## src/rtl/mem_port_arbiter_if.sv

```systemverilog
// mem_port_arbiter_if: fetch/data requester ports and memory macro port shared by the arbiter
interface mem_port_arbiter_if #(
  parameter int ADDR_W = 32,
  parameter int DATA_W = 32
);
  logic              m0_req;
  logic [ADDR_W-1:0] m0_addr;
  logic              m0_gnt;
  logic              m0_rvalid;
  logic [DATA_W-1:0] m0_rdata;
  logic              m1_req;
  logic              m1_we;
  logic [ADDR_W-1:0] m1_addr;
  logic [DATA_W-1:0] m1_wdata;
  logic              m1_gnt;
  logic              m1_rvalid;
  logic [DATA_W-1:0] m1_rdata;
  logic              mem_en;
  logic              mem_we;
  logic [ADDR_W-1:0] mem_addr;
  logic [DATA_W-1:0] mem_wdata;
  logic [DATA_W-1:0] mem_rdata;
  logic              busy;
  modport slave (
    input  m0_req, m0_addr, m1_req, m1_we, m1_addr, m1_wdata, mem_rdata,
    output m0_gnt, m0_rvalid, m0_rdata, m1_gnt, m1_rvalid, m1_rdata,
    output mem_en, mem_we, mem_addr, mem_wdata, busy
  );
  modport master (
    output m0_req, m0_addr, m1_req, m1_we, m1_addr, m1_wdata, mem_rdata,
    input  m0_gnt, m0_rvalid, m0_rdata, m1_gnt, m1_rvalid, m1_rdata,
    input  mem_en, mem_we, mem_addr, mem_wdata, busy
  );
endinterface

```

## src/rtl/mem_port_arbiter.sv

```systemverilog
// mem_port_arbiter: round-robin sharing of one fixed-latency memory port between fetch and data requesters
module mem_port_arbiter #(
  parameter int ADDR_W  = 32,
  parameter int DATA_W  = 32,
  parameter int MEM_LAT = 2
) (
  input logic clk,
  input logic reset,
  mem_port_arbiter_if.slave bus
);
  if (MEM_LAT < 1 || MEM_LAT > 4) begin : g_bad_lat
    $error("mem_port_arbiter: MEM_LAT must be in 1..4");
  end
  typedef enum logic {IDLE, WAIT} state_t;
  state_t            r_state, w_next;
  logic              r_prio, r_owner, r_store;
  logic [2:0]        r_lat_cnt, w_lat_nxt;
  logic              w_win, w_grant, w_done;
  logic [ADDR_W-1:0] w_addr;
  logic [DATA_W-1:0] w_wdata;
  // arbitration, next state and all outputs; reset low forces every output to 0
  always_comb begin
    w_win     = bus.m1_req & (~bus.m0_req | r_prio);
    w_grant   = reset & (r_state == IDLE) & (bus.m0_req | bus.m1_req);
    w_done    = reset & (r_state == WAIT) & (r_lat_cnt == 3'(MEM_LAT));
    w_next    = w_grant ? WAIT : w_done ? IDLE : r_state;
    w_lat_nxt = w_grant ? 3'd1 : w_done ? 3'd0 : (r_state == WAIT) ? r_lat_cnt + 3'd1 : r_lat_cnt;
    w_addr    = w_grant ? (w_win ? bus.m1_addr : bus.m0_addr) : '0;
    w_wdata   = (w_grant & w_win) ? bus.m1_wdata : '0;
    bus.m0_gnt    = w_grant & ~w_win;
    bus.m1_gnt    = w_grant & w_win;
    bus.mem_en    = w_grant;
    bus.mem_we    = w_grant & w_win & bus.m1_we;
    bus.mem_addr  = w_addr;
    bus.mem_wdata = w_wdata;
    bus.m0_rvalid = w_done & ~r_owner;
    bus.m1_rvalid = w_done & r_owner;
    bus.m0_rdata  = (w_done & ~r_owner) ? bus.mem_rdata : '0;
    bus.m1_rdata  = (w_done & r_owner & ~r_store) ? bus.mem_rdata : '0;
    bus.busy      = reset & (r_state == WAIT);
  end
  // state, latency counter, and per-grant priority/ownership capture
  always_ff @(posedge clk or negedge reset) begin
    if (!reset) begin
      r_state   <= IDLE;
      r_lat_cnt <= '0;
      r_prio    <= 1'b0;
      r_owner   <= 1'b0;
      r_store   <= 1'b0;
    end else begin
      r_state   <= w_next;
      r_lat_cnt <= w_lat_nxt;
      if (w_grant) begin
        r_prio  <= ~w_win;
        r_owner <= w_win;
        r_store <= w_win & bus.m1_we;
      end
    end
  end
endmodule

```

## src/flat_wrapper.sv

```systemverilog
// flat-port wrapper written by rule: the top's interface ports become plain ports
module mem_port_arbiter_flat 
#(
  parameter int ADDR_W  = 32,
  parameter int DATA_W  = 32,
  parameter int MEM_LAT = 2
)
  (clk, reset, bus_m0_req, bus_m0_addr, bus_m1_req, bus_m1_we, bus_m1_addr, bus_m1_wdata, bus_mem_rdata, bus_m0_gnt, bus_m0_rvalid, bus_m0_rdata, bus_m1_gnt, bus_m1_rvalid, bus_m1_rdata, bus_mem_en, bus_mem_we, bus_mem_addr, bus_mem_wdata, bus_busy);
  mem_port_arbiter_if #(.ADDR_W(ADDR_W), .DATA_W(DATA_W)) bus_i ();
  input logic clk;
  input logic reset;
  input wire logic [$bits(bus_i.m0_req)-1:0] bus_m0_req;
  input wire logic [$bits(bus_i.m0_addr)-1:0] bus_m0_addr;
  input wire logic [$bits(bus_i.m1_req)-1:0] bus_m1_req;
  input wire logic [$bits(bus_i.m1_we)-1:0] bus_m1_we;
  input wire logic [$bits(bus_i.m1_addr)-1:0] bus_m1_addr;
  input wire logic [$bits(bus_i.m1_wdata)-1:0] bus_m1_wdata;
  input wire logic [$bits(bus_i.mem_rdata)-1:0] bus_mem_rdata;
  output wire logic [$bits(bus_i.m0_gnt)-1:0] bus_m0_gnt;
  output wire logic [$bits(bus_i.m0_rvalid)-1:0] bus_m0_rvalid;
  output wire logic [$bits(bus_i.m0_rdata)-1:0] bus_m0_rdata;
  output wire logic [$bits(bus_i.m1_gnt)-1:0] bus_m1_gnt;
  output wire logic [$bits(bus_i.m1_rvalid)-1:0] bus_m1_rvalid;
  output wire logic [$bits(bus_i.m1_rdata)-1:0] bus_m1_rdata;
  output wire logic [$bits(bus_i.mem_en)-1:0] bus_mem_en;
  output wire logic [$bits(bus_i.mem_we)-1:0] bus_mem_we;
  output wire logic [$bits(bus_i.mem_addr)-1:0] bus_mem_addr;
  output wire logic [$bits(bus_i.mem_wdata)-1:0] bus_mem_wdata;
  output wire logic [$bits(bus_i.busy)-1:0] bus_busy;
  assign bus_i.m0_req = bus_m0_req;
  assign bus_i.m0_addr = bus_m0_addr;
  assign bus_i.m1_req = bus_m1_req;
  assign bus_i.m1_we = bus_m1_we;
  assign bus_i.m1_addr = bus_m1_addr;
  assign bus_i.m1_wdata = bus_m1_wdata;
  assign bus_i.mem_rdata = bus_mem_rdata;
  assign bus_m0_gnt = bus_i.m0_gnt;
  assign bus_m0_rvalid = bus_i.m0_rvalid;
  assign bus_m0_rdata = bus_i.m0_rdata;
  assign bus_m1_gnt = bus_i.m1_gnt;
  assign bus_m1_rvalid = bus_i.m1_rvalid;
  assign bus_m1_rdata = bus_i.m1_rdata;
  assign bus_mem_en = bus_i.mem_en;
  assign bus_mem_we = bus_i.mem_we;
  assign bus_mem_addr = bus_i.mem_addr;
  assign bus_mem_wdata = bus_i.mem_wdata;
  assign bus_busy = bus_i.busy;
  mem_port_arbiter #(.ADDR_W(ADDR_W), .DATA_W(DATA_W), .MEM_LAT(MEM_LAT)) u_core (.clk(clk), .reset(reset), .bus(bus_i));
endmodule
```

## config.mk

```make
export PLATFORM = sky130hd
export DESIGN_NAME = mem_port_arbiter_flat
export DESIGN_NICKNAME = d
export VERILOG_FILES = /design/src/rtl/mem_port_arbiter_if.sv /design/src/rtl/mem_port_arbiter.sv /design/src/flat_wrapper.sv
export SDC_FILE = /design/constraint.sdc
export NUM_CORES = 1
export LEC_CHECK = 0
export CORE_AREA = 4 4 103 105
export DETAILED_ROUTE_END_ITERATION = 7
export DIE_AREA = 0 0 107 109
export PLACE_DENSITY = 0.65
export SETUP_SLACK_MARGIN = 0.5
export SYNTH_ARGS = -nofsm -noshare
export SYNTH_HDL_FRONTEND = slang
export SYNTH_SLANG_ARGS = --single-unit
export TNS_END_PERCENT = 10
```

## constraint.sdc

```tcl
create_clock -name clk -period 1.55 [get_ports clk]
set_input_delay 0.31 -clock clk [delete_from_list [all_inputs] [get_ports clk]]
set_output_delay 0.31 -clock clk [all_outputs]
set_load 0.02 [all_outputs]
```

==> flow_metrics.env, run 1 <==
export IMPL_status="finished, violations left"
export IMPL_crit_arrival_ns=1.76
export IMPL_htree_num_levels=1
export IMPL_synthCells=186
export IMPL_ios=268
export IMPL_areaGrowthSynthToFinish_pct=280
export IMPL_yosys_area_top_type="and2_1"
export IMPL_ys_types=27
export IMPL_syn_avg_cell_area_um2=7.66
export IMPL_root_buffer="clkbuf_8"
export IMPL_path_cells="inv_2 > ha_4 > nand3b_4 > nor3b_4 > buf_6 > clkbuf_16 > and2_4 > buf_6"
export IMPL_worst_path_buf_inv=4
export IMPL_slew_violations=0
export IMPL_grt_max_degree=17
export IMPL_drive_gt1_share_pct=60.6
export IMPL_synth_most_common_cell="and2_1"
export IMPL_synth_area_leaders="and2_1 (43%), a22o_1 (20%), dfrtp_1 (12%)"
export IMPL_end_kind="output pin"
export IMPL_worstMarginPinSlew_ns=0.242
export IMPL_ys_warnings_count=0
export IMPL_mappedNetlistArea_um2=1430
export IMPL_power_density_nw_per_um2=648
export IMPL_die_y_um=109
export IMPL_placed_area_um2=4390
export IMPL_synth_commonest_cells="and2_1 (98), a22o_1 (33), dfrtp_1 (7)"
export IMPL_ys_seq_area_share_pct=12.3
export IMPL_hold_path_class="input pin to async pin"
export IMPL_cp_top_family="simple AND/OR/NAND/NOR gates"
export IMPL_slowest_stage="dfrtp_1"
export IMPL_portBuffers=267
export IMPL_fin_nets=628
export IMPL_vias=2622
export IMPL_start_util_pct=14.8
export IMPL_grt_pass1_vias=2786
export IMPL_die_x_um=107
export IMPL_crit_path_start_kind="flip-flop"
export IMPL_ir_drop_mv=0.317
export IMPL_crit_required_ns=1.24
export IMPL_antenna_left=0
export IMPL_viasPerCell=4.19
export IMPL_grt_total_usage_pct=16.6
export IMPL_synth_ff_type="dfrtp_1"
export IMPL_clock_sinks=7
export IMPL_cap_violations=0
export IMPL_grt_pass1_wl_um=15200
export IMPL_synth_edf_count=0
export IMPL_fp_row_count=36
export IMPL_finish_instance_area_um2=5410
export IMPL_dp_slack_ns=-1.14
export IMPL_drt_wl_total_um=11100
export IMPL_grt_setup_unrepaired="yes"
export IMPL_hold_violations=0
export IMPL_clock_skew_ns=0.00157
export IMPL_max_freq_mhz=483
export IMPL_max_slew_margin_pct=83.8
export IMPL_first_pass_iters=4
export IMPL_place_gp_congestion=0.745
export IMPL_cts_buffer_depth=2
export IMPL_period_share_pct=134
export IMPL_fin_crit_ns=2.07
export IMPL_synth_seq_cells=7
export IMPL_finalSetupViolCount=133
export IMPL_synth_top_area_share_pct=43.0
export IMPL_slowest_delay_ns=0.38
export IMPL_die_area_um2=11700
export IMPL_dr_first_iter_drc_count=109
export IMPL_layout_setup_ws_ns=-0.521
export IMPL_cts_tree="done"
export IMPL_drcViolationCount=0
export IMPL_dpl_hpwl_um=8100
export IMPL_numCtsBuffers=3
export IMPL_violations="setup timing"
export IMPL_insertion_delay_ns=0.22
export IMPL_grt_antenna_before_repair=1
export IMPL_crit_fanout=6
export IMPL_grt_ovfl_total=0
export IMPL_synthArstFlopShare_pct=100
export IMPL_total_leakage_power_nw=2.51
export IMPL_syn_num_nets=321
export IMPL_core_um2=9640
export IMPL_wl_per_cell_um=17.7
export IMPL_cp_common_cell="buf_6"
export IMPL_cts_clk_slew_worst_paths_ns=0.04
export IMPL_critPathKind="flip-flop to output pin"
worst reg2reg max path, cell delays in order, from the launching register on:
cell	delay, ns
dfrtp_1	0.38
nand2_1	0.07
and3_4	0.20
buf_12	0.13
buf_12	0.12
buf_16	0.14
buf_4	0.13
buf_6	0.11
a21o_1	0.14
stage by stage:
stage / utilization [%] / TNS [ns] / hold slack [ns] / std cells / total power, W
2_1_floorplan: - / -11.08 / 0.0144 / 186 / 0.00137
3_3_place_gp: 45.5 / -136.34 / 0.499 / 584 / 0.00244
3_5_place_dp: 45.5 / -139.30 / 0.492 / 584 / 0.00248
4_1_cts: 52.6 / -55.87 / 0.0672 / 622 / 0.00333
5_1_grt: 56.2 / -60.95 / 0.0789 / 626 / 0.00372
6_report: 56.2 / -52.49 / 0.0738 / 626 / 0.00351
path summary, 6_finish.rpt:
check,to,startpoint,cells after the start,slack [ns]
max,bus_m0_rdata[17],u_core.r_lat_cnt[0]$_DFFE_PN0P_,8,-0.52
min,u_core.r_lat_cnt[2]$_DFFE_PN0P_,reset,2,0.07
max reg2reg,u_core.r_prio$_DFFE_PN0P_,u_core.r_prio$_DFFE_PN0P_,8,0.02
min reg2reg,u_core.r_prio$_DFFE_PN0P_,u_core.r_prio$_DFFE_PN0P_,1,0.54
max in group asynchronous,u_core.r_prio$_DFFE_PN0P_,reset,2,0.98
min in group clk,u_core.r_prio$_DFFE_PN0P_,u_core.r_prio$_DFFE_PN0P_,1,0.54
per-layer routing:
| layer | track usage, % | share of wire, % | wire length, µm | vias to the layer above |
|---|---|---|---|---|
| met5 | 0 | 0 | 0 | - |
| met4 | 2.92 | 0.74 | 82 | 0 |
| met3 | 5.51 | 10 | 1110 | 8 |
| met2 | 32.5 | 54 | 5990 | 168 |
| met1 | 17.3 | 35 | 3880 | 1203 |
| li1 | - | - | - | 1243 |
cell usage in the layout, fill, tap and decap left out, types with 2 or more instances in the layout:
master | netlist | layout
a21o_1 | 2 | 2
a22o_1 | 33 | 33
and2_1 | 98 | 5
and2_2 | 0 | 4
and2_4 | 0 | 89
and3_4 | 0 | 2
buf_12 | 1 | 9
buf_16 | 0 | 10
buf_4 | 5 | 24
buf_6 | 0 | 141
clkbuf_16 | 0 | 3
clkbuf_8 | 0 | 3
clkdlybuf4s50_1 | 0 | 129
dfrtp_1 | 7 | 6
dlygate4sd2_1 | 0 | 2
nand2_1 | 5 | 3
nand2_2 | 0 | 2
nor2_1 | 2 | 2
o21ai_1 | 1 | 3
power by group:
| part | internal, W | switching (W) |
|---|---|---|
| Combinational | 0.00175 | 0.00114 |
| Sequential | 0.000278 | 0.0000963 |
| Clock | 0.000178 | 0.0000758 |
repair_timing:
action | 4_1_cts | 5_1_grt
endpoints found under the setup margin | 142 | 142
cloned | 10 | 3
buffers inserted | 23 | 0
resized for setup | 769 | 147
pin swaps | 53 | 58
endpoints found under the hold margin | 1 | 0
hold buffers | 1 | 0
cells by family after synthesis:
group | count (synthesis) | share of synthesized area [%]
buffers and inverters | 21 | 10.3
AOI/OAI and AO/OA | 41 | 24.1
DFF | 7 | 12.3
adders and majority gates | 2 | 1.76
and+or+nand+nor | 115 | 51.6
sequential cells by signal, summed over array words and instances, names as in the netlist:
name / count
u_core.r_state: 1
u_core.r_prio: 1
u_core.r_owner: 1
u_core.r_store: 1
u_core.r_lat_cnt: 3
layout make-up:
type | count | area, µm²
clock buffer | 4 | 45.0
fill | 880 | 4230
sequential | 7 | 176
inverter | 2 | 7.51
multi-input combinational | 158 | 1380
antenna | 1 | 2.50
timing repair buffer | 321 | 3640
tap | 133 | 166
Note: power is estimated with default switching activity, not from simulation.
==> run 2, diff against run 1 <==
- GPL_ROUTABILITY_DRIVEN: default -> 0
- GPL_TIMING_DRIVEN: default -> 0
- SETUP_SLACK_MARGIN: 0.5 -> 0.4
==> run 2 against run 1 <==
The flow still finishes with violations (setup timing). Maximum frequency fell by 0.95%. Sequential share of layout area rose by 0.39 points. First-iteration DRC count fell by 35%. Power fell by 16%. Wire length fell by 11%. Global-route usage fell by 1.7 points. Die area did not move. Clock skew rose by 0.0037 ns. Final cell count fell by 3.8%. Setup slack got worse by 0.020 ns. Critical path type unchanged. Largest cell class unchanged.
==> flow_metrics.env, run 2 (synthesis gave the netlist of run 1 again) <==
export IMPL_crit_path_start="u_core.r_lat_cnt[0]$_DFFE_PN0P_"
export IMPL_die_area_um2=11700
export IMPL_grt_pass1_vias=2664
export IMPL_drt_wl_total_um=9830
export IMPL_clock_skew_ns=0.00525
export IMPL_wl_per_cell_um=16.3
export IMPL_cap_violations=0
export IMPL_first_pass_iters=4
export IMPL_grt_pass1_wl_um=13900
export IMPL_ir_drop_mv=0.351
export IMPL_htree_num_levels=1
export IMPL_ios=268
export IMPL_max_slew_margin_pct=78.1
export IMPL_dpl_hpwl_um=8350
export IMPL_max_freq_mhz=478
export IMPL_setup_tns_ns=-55.80
export IMPL_power_density_nw_per_um2=616
export IMPL_viasPerCell=4.09
export IMPL_grt_total_usage_pct=14.9
export IMPL_grt_setup_unrepaired="yes"
export IMPL_clock_sinks=7
export IMPL_crit_arrival_ns=1.78
export IMPL_cts_clk_slew_worst_paths_ns=0.04
export IMPL_slowest_delay_ns=0.38
export IMPL_rr_startpoint="u_core.r_prio$_DFFE_PN0P_"
export IMPL_start_util_pct=14.8
export IMPL_rr_worst_depth=5
export IMPL_fin_crit_ns=2.09
export IMPL_vias=2465
export IMPL_die_y_um=109
export IMPL_final_util_pct=49.8
export IMPL_worstMarginPinSlew_ns=0.327
export IMPL_grt_ovfl_total=0
export IMPL_drcViolationCount=0
export IMPL_diodes=0
export IMPL_cts_buffer_depth=2
export IMPL_die_x_um=107
export IMPL_cts_tree="done"
export IMPL_r2r_setup_slack_ns=0.25
export IMPL_fp_row_count=36
export IMPL_drive_gt1_share_pct=54.2
export IMPL_hold_path_class="flip-flop to flip-flop"
export IMPL_core_um2=9640
export IMPL_root_buffer="clkbuf_8"
export IMPL_final_cell_mix="clkdlybuf4s50_1 (129), buf_6 (110), and2_4 (59)"
export IMPL_dr_first_iter_drc_count=71
export IMPL_largest_reg_flops=3
export IMPL_crit_required_ns=1.24
export IMPL_fin_nets=605
export IMPL_dp_slack_ns=-1.51
export IMPL_hold_violations=0
export IMPL_slew_violations=0
export IMPL_numCtsBuffers=3
export IMPL_critical_path_depth=8
export IMPL_worstSetupEndpoint="bus_m0_rdata[16]"
export IMPL_violations="setup timing"
export IMPL_r2r_end="u_core.r_store$_DFFE_PN0P_"
export IMPL_end_kind="output pin"
export IMPL_slowest_stage="dfrtp_1"
export IMPL_antenna_left=0
export IMPL_status="finished, violations left"
export IMPL_layout_setup_ws_ns=-0.541
export IMPL_worst_path_buf_inv=4
export IMPL_grt_max_degree=11
export IMPL_insertion_delay_ns=0.22
export IMPL_path_cells="inv_1 > ha_2 > nand3b_4 > nor3b_4 > buf_6 > clkbuf_8 > and2_2 > buf_6"
export IMPL_finalSetupViolCount=133
export IMPL_critPathKind="flip-flop to output pin"
export IMPL_crit_path_start_kind="flip-flop"
export IMPL_grt_antenna_before_repair=0
export IMPL_cp_common_cell="buf_6"
export IMPL_cp_top_family="buffers and inverters"
export IMPL_portBuffers=267
export IMPL_final_common_cell="clkdlybuf4s50_1"
export IMPL_crit_fanout=8
export IMPL_top_register="u_core.r_lat_cnt"
export IMPL_areaGrowthSynthToFinish_pct=237
export IMPL_period_share_pct=135
export IMPL_total_leakage_power_nw=2.26
==> run 2: how the worst min path moves through the flow <==
stage / startpoint / endpoint / slack, ns / depth (start not counted)
3_5_place_dp: u_core.r_prio$_DFFE_PN0P_ / u_core.r_prio$_DFFE_PN0P_ / 0.50 / 1
6_report: u_core.r_prio$_DFFE_PN0P_ / u_core.r_prio$_DFFE_PN0P_ / 0.52 / 1
2_1_floorplan: reset / u_core.r_lat_cnt[0]$_DFFE_PN0P_ / 0.01 / 0
5_1_grt: u_core.r_prio$_DFFE_PN0P_ / u_core.r_prio$_DFFE_PN0P_ / 0.53 / 1
4_1_cts: u_core.r_prio$_DFFE_PN0P_ / u_core.r_prio$_DFFE_PN0P_ / 0.51 / 1
3_3_place_gp: u_core.r_prio$_DFFE_PN0P_ / u_core.r_prio$_DFFE_PN0P_ / 0.49 / 1
==> run 2: through the flow <==
stage | power (W) | area, µm² | hold WS [ns] | instances
detailed placement | 0.00241 | 4370 | 0.496 | 586
finish | 0.00296 | 4800 | 0.515 | 602
CTS | 0.00286 | 4590 | 0.515 | 602
global placement | 0.00237 | 4370 | 0.490 | 586
global route | 0.00314 | 4800 | 0.525 | 602
floorplan | 0.00137 | 1530 | 0.0144 | 186
==> run 2: final cells by class <==
class	count	area, µm²
Fill cell	939	4840
Timing Repair Buffer	279	2840
Multi-Input combinational cell	158	1300
Buffer	19	265
Sequential cell	7	175
Tap cell	133	166
Clock buffer	4	45.0
Inverter	2	7.51
==> run 2: metal layers <==
layer / up-vias / part of all wire [%] / GRT usage, %
met4: 0 / 1.4 / 3.38
li1: 1193 / - / -
met2: 168 / 53 / 29.6
met3: 10 / 11 / 4.80
met1: 1094 / 34 / 15.1
met5: - / 0 / 0
==> run 2: power by group <==
group          internal, W  leakage, nW  switching (W)
registers         0.000276       0.0854      0.0000820
logic              0.00134         2.15        0.00100
clock network     0.000178       0.0228      0.0000761
total              0.00179         2.26        0.00116
==> run 2: worst reg2reg max path: cells and delay by family (launching register included) <==
kind	cells	cell delay [ns]
flops	1	0.39
compound gates	1	0.19
simple gates	2	0.34
buf+inv	2	0.27
==> run 2: timing repair <==
| action | in CTS | in global routing |
|---|---|---|
| setup buffers | 6 | 0 |
| gates resized for setup | 809 | 76 |
| setup endpoints to repair | 142 | 142 |
| hold endpoints to repair | 7 | 0 |
| hold buffers | 1 | 0 |
| cloned | 5 | 0 |
| pin swaps | 23 | 30 |
==> run 3, diff against run 2 <==
--- a/config.mk
+++ b/config.mk
@@ -11,4 +11,5 @@
 export GPL_ROUTABILITY_DRIVEN = 0
 export GPL_TIMING_DRIVEN = 0
+export MAX_ROUTING_LAYER = met4
 export PLACE_DENSITY = 0.65
 export SETUP_SLACK_MARGIN = 0.4
==> constraint.sdc (replaced) <==
create_clock -name clk -period 1.55 [get_ports clk]
set_input_delay 0.2325 -clock clk [delete_from_list [all_inputs] [get_ports clk]]
set_output_delay 0.2325 -clock clk [all_outputs]
set_load 0.02 [all_outputs]
==> run 3 against run 2 <==
The flow still finishes with violations (setup timing). Sequential power barely moved. Clock power is essentially flat. Critical path depth stayed put. Global-route usage grew 0.43 points. Maximum frequency is 3.9% higher. Die area unchanged. Cell area decreased by 0.26%. Utilization is 0.13 points lower. Critical path type unchanged. Highest routed layer unchanged.
==> flow_metrics.env, run 3 (synthesis gave the netlist of run 1 again) <==
export IMPL_status="finished, violations left"
export IMPL_violations="setup timing"
export IMPL_cts_tree="done"
export IMPL_crit_path_start_kind="flip-flop"
export IMPL_r2r_end="u_core.r_store$_DFFE_PN0P_"
export IMPL_cap_violations=0
export IMPL_htree_num_levels=1
export IMPL_min_from="reset"
export IMPL_top_register="u_core.r_lat_cnt"
export IMPL_fin_nets=605
export IMPL_areaGrowthSynthToFinish_pct=236
export IMPL_ios=268
export IMPL_numCtsBuffers=3
export IMPL_diodes=0
export IMPL_cts_buffer_depth=2
export IMPL_portBuffers=267
export IMPL_grt_pass1_wl_um=13900
export IMPL_period_share_pct=130
export IMPL_critical_path_depth=8
export IMPL_drcViolationCount=0
export IMPL_slowest_delay_ns=0.38
export IMPL_timing_hold_ws_ns=0.489
export IMPL_dr_first_iter_drc_count=72
export IMPL_dp_slack_ns=-1.36
export IMPL_max_freq_mhz=497
export IMPL_max_slew_margin_pct=78.1
export IMPL_critPathKind="flip-flop to output pin"
export IMPL_grt_setup_unrepaired="yes"
export IMPL_die_area_um2=11700
export IMPL_multi_input_area_um2=1290
export IMPL_worstMarginPinSlew_ns=0.327
export IMPL_final_cell_mix="clkdlybuf4s50_1 (129), buf_6 (108), and2_4 (57)"
export IMPL_insertion_delay_ns=0.22
export IMPL_viasPerCell=4.11
export IMPL_slowest_stage="dfrtp_1"
export IMPL_wl_per_cell_um=16.3
export IMPL_crit_fanout=8
export IMPL_vias=2475
export IMPL_largest_reg_flops=3
export IMPL_min_path_cells=3
export IMPL_stdcell_count=602
export IMPL_r2r_setup_slack_ns=0.25
export IMPL_seqCellArea_um2=175
export IMPL_path_cells="inv_1 > ha_2 > nand3b_4 > nor3b_4 > buf_6 > clkbuf_8 > and2_2 > buf_6"
export IMPL_die_x_um=107
export IMPL_worst_path_buf_inv=4
export IMPL_fp_row_count=36
export IMPL_hold_path_class="input pin to flip-flop"
export IMPL_rr_startpoint="u_core.r_prio$_DFFE_PN0P_"
export IMPL_total_power_w=0.00295
export IMPL_cp_top_family="buffers and inverters"
export IMPL_layout_setup_ws_ns=-0.463
export IMPL_core_um2=9640
export IMPL_antenna_left=0
export IMPL_grt_total_usage_pct=15.4
export IMPL_fin_crit_ns=2.01
export IMPL_hold_violations=0
export IMPL_post_place_cells=586
export IMPL_slew_violations=0
export IMPL_ir_drop_mv=0.351
export IMPL_clock_sinks=7
export IMPL_finalSetupViolCount=132
export IMPL_dpl_hpwl_um=8350
export IMPL_grt_max_degree=11
export IMPL_clock_skew_ns=0.00525
export IMPL_grt_pass1_vias=2666
export IMPL_final_common_cell="clkdlybuf4s50_1"
export IMPL_power_density_nw_per_um2=616
export IMPL_end_kind="output pin"
export IMPL_total_leakage_power_nw=2.26
export IMPL_rr_worst_depth=5
export IMPL_grt_antenna_before_repair=0
export IMPL_crit_required_ns=1.32
export IMPL_die_y_um=109
export IMPL_drive_gt1_share_pct=53.7
export IMPL_cts_clk_slew_worst_paths_ns=0.04
export IMPL_cp_common_cell="buf_6"
export IMPL_grt_ovfl_total=0
export IMPL_drt_wl_total_um=9830
export IMPL_start_util_pct=14.8
export IMPL_hold_path_end="u_core.r_lat_cnt[2]$_DFFE_PN0P_"
export IMPL_fillers=941
export IMPL_crit_arrival_ns=1.78
export IMPL_root_buffer="clkbuf_8"
export IMPL_first_pass_iters=4
-- run 3: cell counts in the layout (fill, tap and decap cells not counted) --
No cell type changed its count.
-- run 3: area by class of cell --
class	count	area share, %
timing repair buffer	279	59.2
multi-input combinational	158	27.0
buffer	19	5.54
sequential	7	3.66
tap	133	3.48
clock buffer	4	0.941
inverter	2	0.157
-- run 3: per-stage QoR --
stage	instance area (µm²)	setup TNS (ns)	utilization [%]
2_1_floorplan	1530	-3.55	-
3_3_place_gp	4370	-165.26	45.3
3_5_place_dp	4370	-173.16	45.3
4_1_cts	4580	-47.21	47.5
5_1_grt	4790	-57.84	49.7
6_report	4790	-45.58	49.7
-- run 3: worst max path at each step --
stage                                                from          endpoint
after detailed placement                            reset  bus_m1_rdata[17]
after global placement                              reset  bus_m1_rdata[17]
final                     u_core.r_lat_cnt[0]$_DFFE_PN0P_  bus_m0_rdata[16]
after CTS                 u_core.r_lat_cnt[0]$_DFFE_PN0P_   bus_m0_rdata[5]
after global routing      u_core.r_lat_cnt[0]$_DFFE_PN0P_  bus_m0_rdata[16]
after floorplan           u_core.r_lat_cnt[0]$_DFFE_PN0P_  bus_m0_rdata[10]
-- run 3: power breakdown --
part,leakage [nW],internal [W],switching [W]
Sequential,0.0854,0.000276,0.0000820
Clock,0.0228,0.000178,0.0000761
Combinational,2.15,0.00134,0.00100
Total,2.26,0.00179,0.00116
-- run 3: tightest hold or removal path: stages --
cell and delay [ns]:
buf_2 0.15, a211oi_1 0.09, a31o_2 0.20
-- run 3: routing by layer --
layer | up-vias | part of all wire [%] | track usage [%]
li1 | 1193 | - | -
met1 | 1104 | 36 | 16.2
met5 | - | 0 | -
met4 | 0 | 1.4 | 3.38
met2 | 168 | 53 | 29.6
met3 | 10 | 9.1 | 3.02
-- run 3: what timing repair did --
item | 4_1_cts | 5_1_grt
endpoints found under the setup margin | 142 | 142
pin swaps | 23 | 28
gates cloned | 5 | 0
buffers inserted | 6 | 0
endpoints found under the hold margin | 7 | 0
hold buffers | 1 | 0
resized for setup | 812 | 69
